[src/rtl/student_fir_pkg.sv]
// Shared types and helpers for the FIR scheduler: FSM state encoding and
// the output-width rule for summing several unit results.
package student_fir_pkg;

  typedef enum logic [2:0] {
    IDLE,
    STROBE,
    WAIT,
    SUM,
    OUT
  } fir_sched_state_t;

  // Width needed to sum n unsigned w-bit values without overflow.
  function automatic int fir_out_width(input int n, input int w);
    return w + $clog2(n);
  endfunction

endpackage

[src/rtl/student_fir_scheduler.sv]
// Feeds one sample to NUM_FIR parallel FIR units, waits for their done pulses
// (with timeout), sums the partial results serially and offers the total on valid/ready.
module student_fir_scheduler
  import student_fir_pkg::*;
#(
  parameter int NUM_FIR           = 4,
  parameter int DATA_SIZE         = 16,
  parameter int DATA_SIZE_FIR_OUT = 32,
  parameter int TIMEOUT_CYCLES    = 2048,
  localparam int OUT_WIDTH        = fir_out_width(NUM_FIR, DATA_SIZE_FIR_OUT)
) (
  input  logic                                 clk_i,
  input  logic                                 rst_i,
  input  logic [DATA_SIZE-1:0]                 sample_i,
  input  logic                                 sample_valid_i,
  output logic                                 sample_ready_o,
  input  logic [NUM_FIR-1:0]                   unit_en_i,
  output logic                                 fir_strobe_o,
  output logic [DATA_SIZE-1:0]                 fir_sample_o,
  input  logic [NUM_FIR-1:0]                   fir_done_i,
  input  logic [NUM_FIR*DATA_SIZE_FIR_OUT-1:0] fir_y_i,
  output logic [OUT_WIDTH-1:0]                 y_o,
  output logic                                 y_valid_o,
  input  logic                                 y_ready_i,
  output logic                                 busy_o,
  output logic                                 timeout_err_o,
  input  logic                                 clear_err_i
);

  localparam int W     = DATA_SIZE_FIR_OUT;
  localparam int IDX_W = (NUM_FIR > 1) ? $clog2(NUM_FIR) : 1;
  localparam int TMO_W = $clog2(TIMEOUT_CYCLES);
  localparam logic [IDX_W-1:0] LAST_IDX = IDX_W'(NUM_FIR - 1);
  localparam logic [TMO_W-1:0] TMO_LAST = TMO_W'(TIMEOUT_CYCLES - 1);

  fir_sched_state_t       state_reg;
  logic [NUM_FIR-1:0]     en_reg;
  logic [NUM_FIR-1:0]     done_reg;
  logic [W-1:0]           y_reg [NUM_FIR];
  logic [W-1:0]           fir_y_unit [NUM_FIR];
  logic [TMO_W-1:0]       tmo_reg;
  logic [IDX_W-1:0]       idx_reg;
  logic [OUT_WIDTH-1:0]   acc_reg;
  logic [OUT_WIDTH-1:0]   sum_term;
  logic                   all_done;

  for (genvar gi = 0; gi < NUM_FIR; gi++) begin : g_unpack
    assign fir_y_unit[gi] = fir_y_i[gi*W +: W];
  end

  // Pulses arriving this cycle count towards completion, so the exit is not delayed.
  assign all_done = &(done_reg | fir_done_i | ~en_reg);

  always_comb begin
    sum_term = '0;
    if (en_reg[idx_reg] && done_reg[idx_reg])
      sum_term = OUT_WIDTH'(y_reg[idx_reg]);
  end

  always_ff @(posedge clk_i or posedge rst_i) begin
    if (rst_i) begin
      state_reg      <= IDLE;
      en_reg         <= '0;
      done_reg       <= '0;
      tmo_reg        <= '0;
      idx_reg        <= '0;
      acc_reg        <= '0;
      sample_ready_o <= 1'b0;
      fir_strobe_o   <= 1'b0;
      fir_sample_o   <= '0;
      y_o            <= '0;
      y_valid_o      <= 1'b0;
      busy_o         <= 1'b0;
      timeout_err_o  <= 1'b0;
      for (int k = 0; k < NUM_FIR; k++) y_reg[k] <= '0;
    end else begin
      // A timeout set later in this block overrides the clear.
      if (clear_err_i) timeout_err_o <= 1'b0;

      case (state_reg)
        IDLE: begin
          sample_ready_o <= 1'b1;
          if (sample_valid_i && sample_ready_o) begin
            fir_sample_o   <= sample_i;
            en_reg         <= unit_en_i;
            done_reg       <= '0;
            tmo_reg        <= '0;
            fir_strobe_o   <= 1'b1;
            sample_ready_o <= 1'b0;
            busy_o         <= 1'b1;
            state_reg      <= STROBE;
          end
        end

        STROBE: begin
          fir_strobe_o <= 1'b0;
          state_reg    <= WAIT;
        end

        WAIT: begin
          done_reg <= done_reg | fir_done_i;
          for (int k = 0; k < NUM_FIR; k++)
            if (fir_done_i[k] && !done_reg[k]) y_reg[k] <= fir_y_unit[k];
          tmo_reg <= tmo_reg + 1'b1;
          if (all_done || tmo_reg == TMO_LAST) begin
            if (!all_done) timeout_err_o <= 1'b1;
            acc_reg   <= '0;
            idx_reg   <= '0;
            state_reg <= SUM;
          end
        end

        SUM: begin
          acc_reg <= acc_reg + sum_term;
          idx_reg <= idx_reg + 1'b1;
          if (idx_reg == LAST_IDX) begin
            y_o       <= acc_reg + sum_term;
            y_valid_o <= 1'b1;
            state_reg <= OUT;
          end
        end

        OUT: begin
          if (y_ready_i) begin
            y_valid_o      <= 1'b0;
            busy_o         <= 1'b0;
            sample_ready_o <= 1'b1;
            state_reg      <= IDLE;
          end
        end

        default: state_reg <= IDLE;
      endcase
    end
  end

endmodule

[config.mk]
export PLATFORM = sky130hd
export DESIGN_NAME = student_fir_scheduler
export DESIGN_NICKNAME = d
export VERILOG_FILES = /design/src/rtl/student_fir_pkg.sv /design/src/rtl/student_fir_scheduler.sv
export SDC_FILE = /design/constraint.sdc
export NUM_CORES = 1
export LEC_CHECK = 0
export CAP_MARGIN = 20
export CORE_UTILIZATION = 43
export DETAILED_ROUTE_END_ITERATION = 10
export PLACE_DENSITY = 0.78
export SLEW_MARGIN = 30
export SYNTH_ARGS = -nofsm -noshare
export SYNTH_HDL_FRONTEND = slang
export SYNTH_SLANG_ARGS = --single-unit
[constraint.sdc]
create_clock -name clk_i -period 6.7 [get_ports clk_i]
set_input_delay 0.67 -clock clk_i [delete_from_list [all_inputs] [get_ports clk_i]]
set_output_delay 0.67 -clock clk_i [all_outputs]
set_load 0.005 [all_outputs]
==> flow_summary.yaml, run 1 <==
final_layout:
  largest_reg_flops: 128
  area.growth.synth_to_final_pct: 28.82
  final_util: 0.5662
  nNetsFinal: 1415
  antenna_cells: 0
  drive_above_1_share: 0.2055
logic_synthesis:
  async_flop_share: 1.000
  synth_area_leaders: "dfrtp_1 51%, mux2_2 13%, mux4_2 5.9%"
  synth_compound_area_frac: 0.1064
  yosysTopAreaCell: "dfrtp_1"
  synth_top_family_by_area: "multiplexers"
  synth_cells: 1020
  synth_nets: 1212
  synthTopCellsByCount: "241 x dfrtp_1, 151 x nand2_1, 140 x mux2_2, 71 x o21ai_0, 38 x nor2_1"
  yosys.area_share.adder: 0.03750
  yosysTopAreaCellShare: 0.5077
  seq_area_frac_synth: 0.5077
  synth_xor_area_frac: 0.02064
  synth_cell_types: 58
  synth-seq-cells: 241
  muxShareOfSynthArea: 0.1950
  synth_most_common_cell: "dfrtp_1"
  synthSimpleGateAreaFrac: 0.1110
  synthesis.area_um2: 11880
  synth_area_per_cell_um2: 11.65
  yosys_warnings: 0
  synth-edff-count: 0
  synth_ff_type: "dfrtp_1"
setup_path:
  cp.required_ns: 7.14
  critical_path.max_fanout: 35
  cpPeakStageDelay_ns: 0.58
  worst_ep_arrival_time_ns: 4.54
  startpoint_type: "flip-flop"
  cp-end-kind: "flip-flop"
  critPathSlowestCell: "buf_4"
  crit_chain: "buf_4, mux4_2, nor2b_1, ha_1, inv_1, fa_1, nor2b_4, o31a_1, o31ai_2, nand3_1, a21bo_4, a211oi_2, mux2_2, o21ai_1"
  criticalPathCategory: "flip-flop to flip-flop"
floorplanning:
  die_area_um2: 28290
  die_y_um: 168.2
  initial_core_util: 0.4395
  core_um2: 27030
  io_pins: 212
  rows: 60
  die-width_um: 168.2
sta:
  finalSetupViolCount: 0
  worstMarginPinSlew_ns: 0.9008
  period_needed_ns: 4.098
  fin_worst_skew_ns: 0.009276
  rsz0062_at_grt: "no"
  setup_ws_ns: 2.602
  finalHoldViolCount: 0
  final_max_slew_viol_count: 0
  fin_crit_sh: 0.6117
  relSlewSlack: 0.3994
  max_freq_ghz: 0.2440
  tns_ns: 0
route:
  wl_per_cell_um: 18.53
  wl_um: 29320
  drc: 0
  routed_via_density: 5.497
  vias: 8697
  drt_first_pass_iters: 5
  drtAntennaViolNets: 0
  drtIter0Drc: 556
outcome:
  outcome: "finished clean"
place:
  hpwl_um: 20610
  dpl_worst_slack_ns: 2.532
  port-buffer-count: 211
  globalplace.congestion: 0.8582
clock_network:
  clock_path_buffers: 3
  cts_sinks: 241
  cts_buffers: 26
  clkTransAtPathRegs_ns: 0.06
  cts_max_level: 1
  clock_latency_ns: 0.52
  postCtsSetupBuffers: 0
  cts_resized: 0
  tritoncts: "done"
  ctsHoldBuffers: 0
  cts_root_buf: "clkbuf_16"
grt:
  antenna_found_initial: 0
  overflow: 0
  track_usage: 0.2078
  grt_pass1_vias: 8926
  grt_max_degree: 182
  grt_pass1_wl_um: 46720
pwr:
  leakage_nw: 6.555
  max-vdd-ir-drop_mv: 0.1944
  powerDensity_nw_per_um2: 469.4
  fin_total_pwr_mw: 7.183
flow_run:
  max_cap_violations: 0
hold_path:
  hold_class: "flip-flop to flip-flop"
[critical path, delay by kind of cell, from the launching register on]
family                     cells  cell delay (ns)
muxes                          2             0.95
and+or+nand+nor                3             0.36
DFF                            1             0.41
buffers and inverters          2             0.66
adders and majority gates      2             0.47
AOI/OAI and AO/OA              5             1.16
[final timing paths]
kind                                        startpoint                      endpoint  slack, ns  cells past startpoint
setup / recovery                idx_reg[0]$_DFFE_PP0P_           y_o[30]$_DFFE_PP0P_       2.60                     14
hold / removal             fir_sample_o[2]$_DFFE_PP0P_   fir_sample_o[2]$_DFFE_PP0P_       0.47                      2
setup reg to reg                idx_reg[0]$_DFFE_PP0P_           y_o[30]$_DFFE_PP0P_       2.60                     14
hold reg to reg            fir_sample_o[2]$_DFFE_PP0P_   fir_sample_o[2]$_DFFE_PP0P_       0.47                      2
max in group asynchronous                        rst_i         y_reg[76]$_DFFE_PP0P_       4.45                      5
min in group asynchronous                        rst_i  fir_sample_o[15]$_DFFE_PP0P_       0.57                      3
[layout make-up]
cell class              count  area, um^2
multi-input cells         717        5639
well taps                 341       426.7
clock buffers              36       769.5
repair buffers            223        2275
clock inverters            10       100.1
inverters                  14       56.30
fillers                  2198       11720
flip-flops and latches    241        6036
[cell usage in the layout (no fill, tap or decap), drive strengths merged, types with 12 or more instances in the layout]
| cell type | instances |
|---|---|
| dfrtp | 241 |
| buf | 12 |
| nand3 | 17 |
| mux4 | 31 |
| ha | 34 |
| clkbuf | 36 |
| inv | 13 |
| xnor2 | 14 |
| nand2 | 151 |
| xor2 | 14 |
| clkdlybuf4s50 | 211 |
| a22o | 13 |
| nor2b | 35 |
| nor2 | 38 |
| a21oi | 31 |
| mux2 | 141 |
| o21ai | 84 |
[power by group]
| part | total (mW) | leakage [nW] | internal [mW] | switching (mW) |
|---|---|---|---|---|
| Clock | 1.45 | 0.439 | 0.873 | 0.576 |
| Sequential | 2.53 | 3.00 | 2.10 | 0.428 |
| Combinational | 3.20 | 3.12 | 1.62 | 1.58 |
[stage by stage]
stage                     cell area (um^2)  std cells  hold slack, ns
final                                15300       1582          0.4707
after global routing                 15300       1582          0.5034
after CTS                            15270       1581          0.4760
after detailed placement             14400       1535          0.4617
after global placement               14340       1533          0.4595
after floorplan                      11880       1020          0.4526
[layer usage]
layer  track usage  share of wire
met2        0.3556           0.49
met5             0              0
met4       0.06522          0.027
met1        0.2689           0.43
met3       0.03550          0.050
[logic make-up (layout without fill, tap and decap cells)]
family / Yosys count / after routing
and+or+nand+nor: 284 / 284
DFF: 241 / 241
AOI/OAI and AO/OA: 195 / 195
muxes: 175 / 175
buffers and inverters: 62 / 283
adders and majority gates: 35 / 35
xor gates and xnor gates: 28 / 28
No activity file was read; power rests on OpenSTA's default activity.
==> run 2, diff against run 1 <==
==> constraint.sdc (replaced) <==
create_clock -name clk_i -period 3.4 [get_ports clk_i]
set_input_delay 0.34 -clock clk_i [delete_from_list [all_inputs] [get_ports clk_i]]
set_output_delay 0.34 -clock clk_i [all_outputs]
set_load 0.005 [all_outputs]
==> run 2 against run 1 <==
  * The flow now finishes with violations (setup timing)
  * Sequential share of layout area shrank 2.0 points
  * Worst hold slack lost 0.16 ns
  * Register-to-register slack lost 2.7 ns
  * Sequential power increased by 94%
  * Maximum frequency increased by 17%
  * Clock skew grew 0.0051 ns
  * Non-clock buffer count up 81
  * Clock-buffer cell count is 3 higher
  * Total power rose by 110%
  * Die area did not move
  * Routed wire length grew 4.0%
  * Highest routed layer unchanged
==> flow_summary.yaml, run 2 (synthesis gave the netlist of run 1 again) <==
outcome:
  outcome: "complete, but fails checks"
  violations: "setup timing"
setup_path:
  worstRegToRegCells: 13
  cp-end-kind: "flip-flop"
  cpPeakStageDelay_ns: 0.49
  criticalPathCategory: "flip-flop to flip-flop"
  crit_cells: 13
  timing.rr.start: "idx_reg[0]$_DFFE_PP0P_"
  critPathTopFamily: "simple AND/OR/NAND/NOR gates"
  startpoint_type: "flip-flop"
  cp.required_ns: 3.80
  crit_end: "y_o[31]$_DFFE_PP0P_"
  critical_path.startpoint: "idx_reg[0]$_DFFE_PP0P_"
  r2r_end: "y_o[31]$_DFFE_PP0P_"
  worst_ep_arrival_time_ns: 3.90
  r2r_slack_ns: -0.1
  critical_path.max_fanout: 14
  worstPathBufferInverterCount: 2
  crit_chain: "buf_12, buf_4, mux4_2, nor2b_1, ha_1, and4_4, nor3b_4, nand3_2, nor4_4, nor2_1, o21ai_1, xor2_1, mux2_2"
  critPathSlowestCell: "mux4_2"
pwr:
  max-vdd-ir-drop_mv: 0.5659
  clkPwrFrac: 0.174
  seqPwrFrac: 0.323
  internal-power_mw: 9.765
  powerDensity_nw_per_um2: 944.9
  sw_frac_of_total: 0.3588
  p_switching_mw: 5.464
  pwr-share-comb: 0.503
  leakage_nw: 6.994
floorplanning:
  die-width_um: 168.2
  rows: 60
  initial_core_util: 0.4395
  io_pins: 212
  core_um2: 27030
  die_area_um2: 28290
  die_y_um: 168.2
clock_network:
  clock_path_buffers: 3
  cts_sinks: 241
  cts_max_level: 1
  clkTransAtPathRegs_ns: 0.07
  cts_root_buf: "clkbuf_16"
  tritoncts: "done"
  cts_buffers: 25
  clock_latency_ns: 0.52
  ctsHoldBuffers: 0
sta:
  fin_worst_skew_ns: 0.01440
  relSlewSlack: 0.4078
  finalSetupViolCount: 7
  final_max_slew_viol_count: 0
  finalHoldViolCount: 0
  fin_crit_sh: 1.028
  rsz0062_at_grt: "yes"
  tns_ns: -0.1910
  worstMarginPinSlew_ns: 0.8883
  max_freq_ghz: 0.2861
  period_needed_ns: 3.496
  setup_ws_ns: -0.09562
final_layout:
  area.growth.synth_to_final_pct: 35.69
  largest_reg_flops: 128
  mostFrequentLayoutCells: "239 x dfrtp_1, 211 x clkdlybuf4s50_1, 148 x nand2_1, 139 x mux2_2, 79 x buf_4"
  nNetsFinal: 1495
  design_area_um2: 16120
  final_common_cell: "dfrtp_1"
  fillers: 2161
  final_util: 0.5964
  drive_above_1_share: 0.2745
place:
  globalplace.congestion: 0.8795
  dpl_worst_slack_ns: -0.1183
  hpwl_um: 21780
  dpl_cell_area_um2: 14830
  port-buffer-count: 211
route:
  wl_per_cell_um: 18.34
  drtIter0Drc: 576
  drtAntennaViolNets: 0
  routed_via_density: 5.417
  wl_um: 30490
  drt_first_pass_iters: 5
  vias: 9008
  drc: 0
grt:
  overflow: 0
  grt_pass1_wl_um: 49220
  track_usage: 0.2190
  antenna_found_initial: 3
  grt_pass1_vias: 9298
  grt_max_degree: 64
flow_run:
  max_cap_violations: 0
hold_path:
  hold_class: "primary input to asynchronous set/reset pin"
-- run 2: cell types whose count changed in the layout (fill, tap and decap cells not counted), sizes merged --
cell,before,now
clkinvlp,1,2
diode,0,3
buf,12,93
clkinv,8,2
bufinv,2,1
clkbuf,36,39
-- run 2: worst reg2reg max path: cells and delay by family (launching register included) --
kind            cells  cell delay, ns
simple gates        6            1.25
buf+inv             2            0.32
mux                 2            0.76
flops               1            0.45
xor+xnor            1            0.10
compound gates      1            0.18
fa+ha+maj           1            0.34
-- run 2: worst min-delay path by stage --
stage | start | to | slack [ns] | cells after the start
2_1_floorplan | clear_err_i | timeout_err_o$_DFF_PP0_ | 0.44 | 1
3_3_place_gp | fir_sample_o[6]$_DFFE_PP0P_ | fir_sample_o[6]$_DFFE_PP0P_ | 0.46 | 2
3_5_place_dp | fir_sample_o[8]$_DFFE_PP0P_ | fir_sample_o[8]$_DFFE_PP0P_ | 0.46 | 2
4_1_cts | rst_i | y_o[26]$_DFFE_PP0P_ | 0.33 | 2
5_1_grt | rst_i | tmo_reg[0]$_DFFE_PP0P_ | 0.35 | 2
6_report | rst_i | y_o[26]$_DFFE_PP0P_ | 0.31 | 2
-- run 2: area by class of cell --
cell class | instances | area [um^2] | share of cell area
flip-flops and latches | 241 | 6033 | 0.3743
multi-input cells | 717 | 5851 | 0.3630
repair buffers | 304 | 2958 | 0.1835
clock buffers | 39 | 738.2 | 0.04580
well taps | 341 | 426.7 | 0.02647
inverters | 14 | 56.30 | 0.003493
clock inverters | 4 | 47.55 | 0.002950
diodes | 3 | 7.507 | 0.0004658
-- run 2: layer usage --
metal,GRT usage,wire length (um),vias up
met5,0,0,-
met4,0.05573,656,0
met3,0.03573,1295,47
met2,0.3771,15350,194
met1,0.2878,13190,4529
li1,-,-,4238
-- run 2: through the flow --
step	cells	hold slack [ns]	power [mW]
3_3_place_gp	1585	0.4589	11.63
4_1_cts	1635	0.3319	14.87
5_1_grt	1663	0.3504	16.24
6_report	1663	0.3124	15.23
2_1_floorplan	1020	0.4364	9.229
3_5_place_dp	1585	0.4612	11.88
-- run 2: what timing repair did --
action,CTS,global route
pin swaps,7,8
setup endpoints to repair,26,32
gates cloned,1,0
gates resized for setup,26,30
setup buffers,6,25
-- run 2: power groups by stage --
stage / sequential (mW) / clock, mW / combinational (mW)
2_1_floorplan: 4.68 / 0 / 4.55
3_3_place_gp: 4.88 / 0 / 6.75
3_5_place_dp: 4.94 / 0 / 6.93
4_1_cts: 4.91 / 2.70 / 7.26
5_1_grt: 5.08 / 2.84 / 8.32
6_report: 4.92 / 2.65 / 7.66
==> run 3, diff against run 2 <==
--- a/config.mk
+++ b/config.mk
@@ -8,6 +8,7 @@
 export CAP_MARGIN = 20
 export CORE_UTILIZATION = 43
 export DETAILED_ROUTE_END_ITERATION = 10
+export HOLD_SLACK_MARGIN = 0.08
 export PLACE_DENSITY = 0.78
 export SLEW_MARGIN = 30
 export SYNTH_ARGS = -nofsm -noshare
==> constraint.sdc (replaced) <==
create_clock -name clk_i -period 3.4 [get_ports clk_i]
set_input_delay 0.68 -clock clk_i [delete_from_list [all_inputs] [get_ports clk_i]]
set_output_delay 0.68 -clock clk_i [all_outputs]
set_load 0.005 [all_outputs]
==> run 3 against run 2 <==
  * The flow still finishes with violations (setup timing)
  * Sequential share of layout area fell by 0.33 points
  * Cell count down 0.30%
  * Register-to-register slack got worse by 0.05 ns
  * Largest cell class unchanged
  * Combinational power is 1% lower
==> flow_summary.yaml, run 3 (synthesis gave the netlist of run 1 again) <==
clock_network:
  cts_buffers: 26
  clock_latency_ns: 0.53
  cts_root_buf: "clkbuf_16"
  clkTransAtPathRegs_ns: 0.06
  clock_path_buffers: 3
  cts_max_level: 1
  tritoncts: "done"
  cts_sinks: 241
route:
  drtIter0Drc: 410
  drc: 0
  drt_first_pass_iters: 5
  vias: 9003
  routed_via_density: 5.430
  wl_per_cell_um: 18.29
  drtAntennaViolNets: 0
  wl_um: 30330
pwr:
  fin_total_pwr_mw: 15.58
  leakage_nw: 7.055
  max-vdd-ir-drop_mv: 0.5109
  powerDensity_nw_per_um2: 958.3
hold_path:
  hold_class: "flip-flop to flip-flop"
  hold_end: "fir_sample_o[13]$_DFFE_PP0P_"
  hold_start: "fir_sample_o[13]$_DFFE_PP0P_"
  hold_depth: 2
floorplanning:
  initial_core_util: 0.4395
  io_pins: 212
  die_area_um2: 28290
  core_um2: 27030
  die_y_um: 168.2
  die-width_um: 168.2
  rows: 60
setup_path:
  worstPathBufferInverterCount: 3
  cp.required_ns: 3.80
  critPathTopFamily: "compound AO/OA/AOI/OAI gates"
  crit_chain: "buf_4, mux4_2, nor2b_1, ha_2, inv_2, fa_2, nor2b_4, o31a_1, o31ai_2, nand3_1, a21bo_4, buf_4, a31oi_4, xnor2_2, mux2_2"
  r2r_end: "y_o[24]$_DFFE_PP0P_"
  cpPeakStageDelay_ns: 0.47
  critPathSlowestCell: "mux4_2"
  startpoint_type: "flip-flop"
  timing.rr.start: "idx_reg[0]$_DFFE_PP0P_"
  crit_cells: 15
  cp-end-kind: "flip-flop"
  worst_ep_arrival_time_ns: 3.94
  r2r_slack_ns: -0.15
  critical_path.max_fanout: 6
  criticalPathCategory: "flip-flop to flip-flop"
  crit_top_cell: "buf_4"
  worstRegToRegCells: 15
grt:
  grt_max_degree: 75
  grt_pass1_wl_um: 48780
  track_usage: 0.2162
  grt_pass1_vias: 9441
  antenna_found_initial: 1
  overflow: 0
sta:
  finalSetupViolCount: 9
  max_freq_ghz: 0.2820
  worstMarginPinSlew_ns: 0.8986
  final_max_slew_viol_count: 0
  finalHoldViolCount: 0
  fin_crit_sh: 1.043
  relSlewSlack: 0.4003
  setup_ws_ns: -0.1464
  rsz0062_at_grt: "yes"
  fin_worst_skew_ns: 0.01812
  period_needed_ns: 3.546
final_layout:
  mostFrequentLayoutCells: "239 x dfrtp_1, 211 x clkdlybuf4s50_1, 149 x nand2_1, 139 x mux2_2, 72 x buf_4"
  drive_above_1_share: 0.2787
  area.growth.synth_to_final_pct: 36.89
  nNetsFinal: 1489
  final_common_cell: "dfrtp_1"
  antenna_cells: 0
  largest_reg_flops: 128
place:
  port-buffer-count: 211
  dpl_worst_slack_ns: -0.1162
  hpwl_um: 21900
  globalplace.congestion: 0.8820
outcome:
  violations: "setup timing"
  outcome: "complete, but fails checks"
flow_run:
  max_cap_violations: 0
run 3: cell types whose count changed in the layout (fill, tap and decap cells not counted), sizes merged:
| cell | delta |
|---|---|
| diode | -3 |
| clkbuf | -7 |
| buf | -7 |
| clkinv | +4 |
| clkinvlp | +3 |
| bufinv | +5 |
run 3: stage by stage:
stage	util	std cells	TNS, ns	hold slack [ns]	cell area (um^2)
6_report	0.6017	1658	-0.5274	0.4779	16260
2_1_floorplan	-	1020	-106.48	0.4526	11900
3_3_place_gp	0.5493	1585	-0.06971	0.4594	14850
4_1_cts	0.5901	1644	-0.06599	0.4791	15950
3_5_place_dp	0.5493	1585	-1.062	0.4658	14850
5_1_grt	0.6017	1658	-3.418	0.4975	16260
run 3: cell type report:
| type | instances | area [um^2] |
|---|---|---|
| fillers | 2137 | 10770 |
| flip-flops and latches | 241 | 6033 |
| multi-input cells | 717 | 5892 |
| repair buffers | 297 | 2898 |
| clock buffers | 32 | 714.4 |
| well taps | 341 | 426.7 |
| clock inverters | 16 | 240.2 |
| inverters | 14 | 56.30 |
run 3: worst max path at each step:
| stage | from | endpoint | slack, ns |
|---|---|---|---|
| after floorplan | rst_i | acc_reg[0]$_DFFE_PP0P_ | -0.44 |
| after CTS | idx_reg[0]$_DFFE_PP0P_ | y_o[24]$_DFFE_PP0P_ | -0.04 |
| after global routing | idx_reg[0]$_DFFE_PP0P_ | y_o[24]$_DFFE_PP0P_ | -0.23 |
| after detailed placement | idx_reg[0]$_DFFE_PP0P_ | y_o[30]$_DFFE_PP0P_ | -0.12 |
| after global placement | idx_reg[0]$_DFFE_PP0P_ | y_o[30]$_DFFE_PP0P_ | -0.03 |
| final | idx_reg[0]$_DFFE_PP0P_ | y_o[24]$_DFFE_PP0P_ | -0.15 |
run 3: worst min-delay path: stages (launching register included):
cell     delay [ns]
dfrtp_1        0.34
nand2_1        0.05
nand2_1        0.06
run 3: power breakdown:
| group | switching, mW | internal (mW) | total, mW |
|---|---|---|---|
| registers | 0.782 | 4.14 | 4.92 |
| clock network | 1.15 | 1.95 | 3.10 |
| logic | 3.56 | 4.00 | 7.56 |
run 3: layer usage:
layer / track usage / wire [um] / vias to the layer above
met2: 0.3740 / 15320 / 203
met3: 0.03855 / 1420 / 42
met1: 0.2795 / 12960 / 4542
met4: 0.05731 / 626 / 2
met5: 0 / 13 / -
li1: - / - / 4214
run 3: repair_timing:
action / 4_1_cts / 5_1_grt
cloned: 1 / 0
setup buffers: 10 / 14
hold buffers: 0 / 0
pin swaps: 4 / 15
endpoints found under the setup margin: 21 / 37
resized for setup: 18 / 41
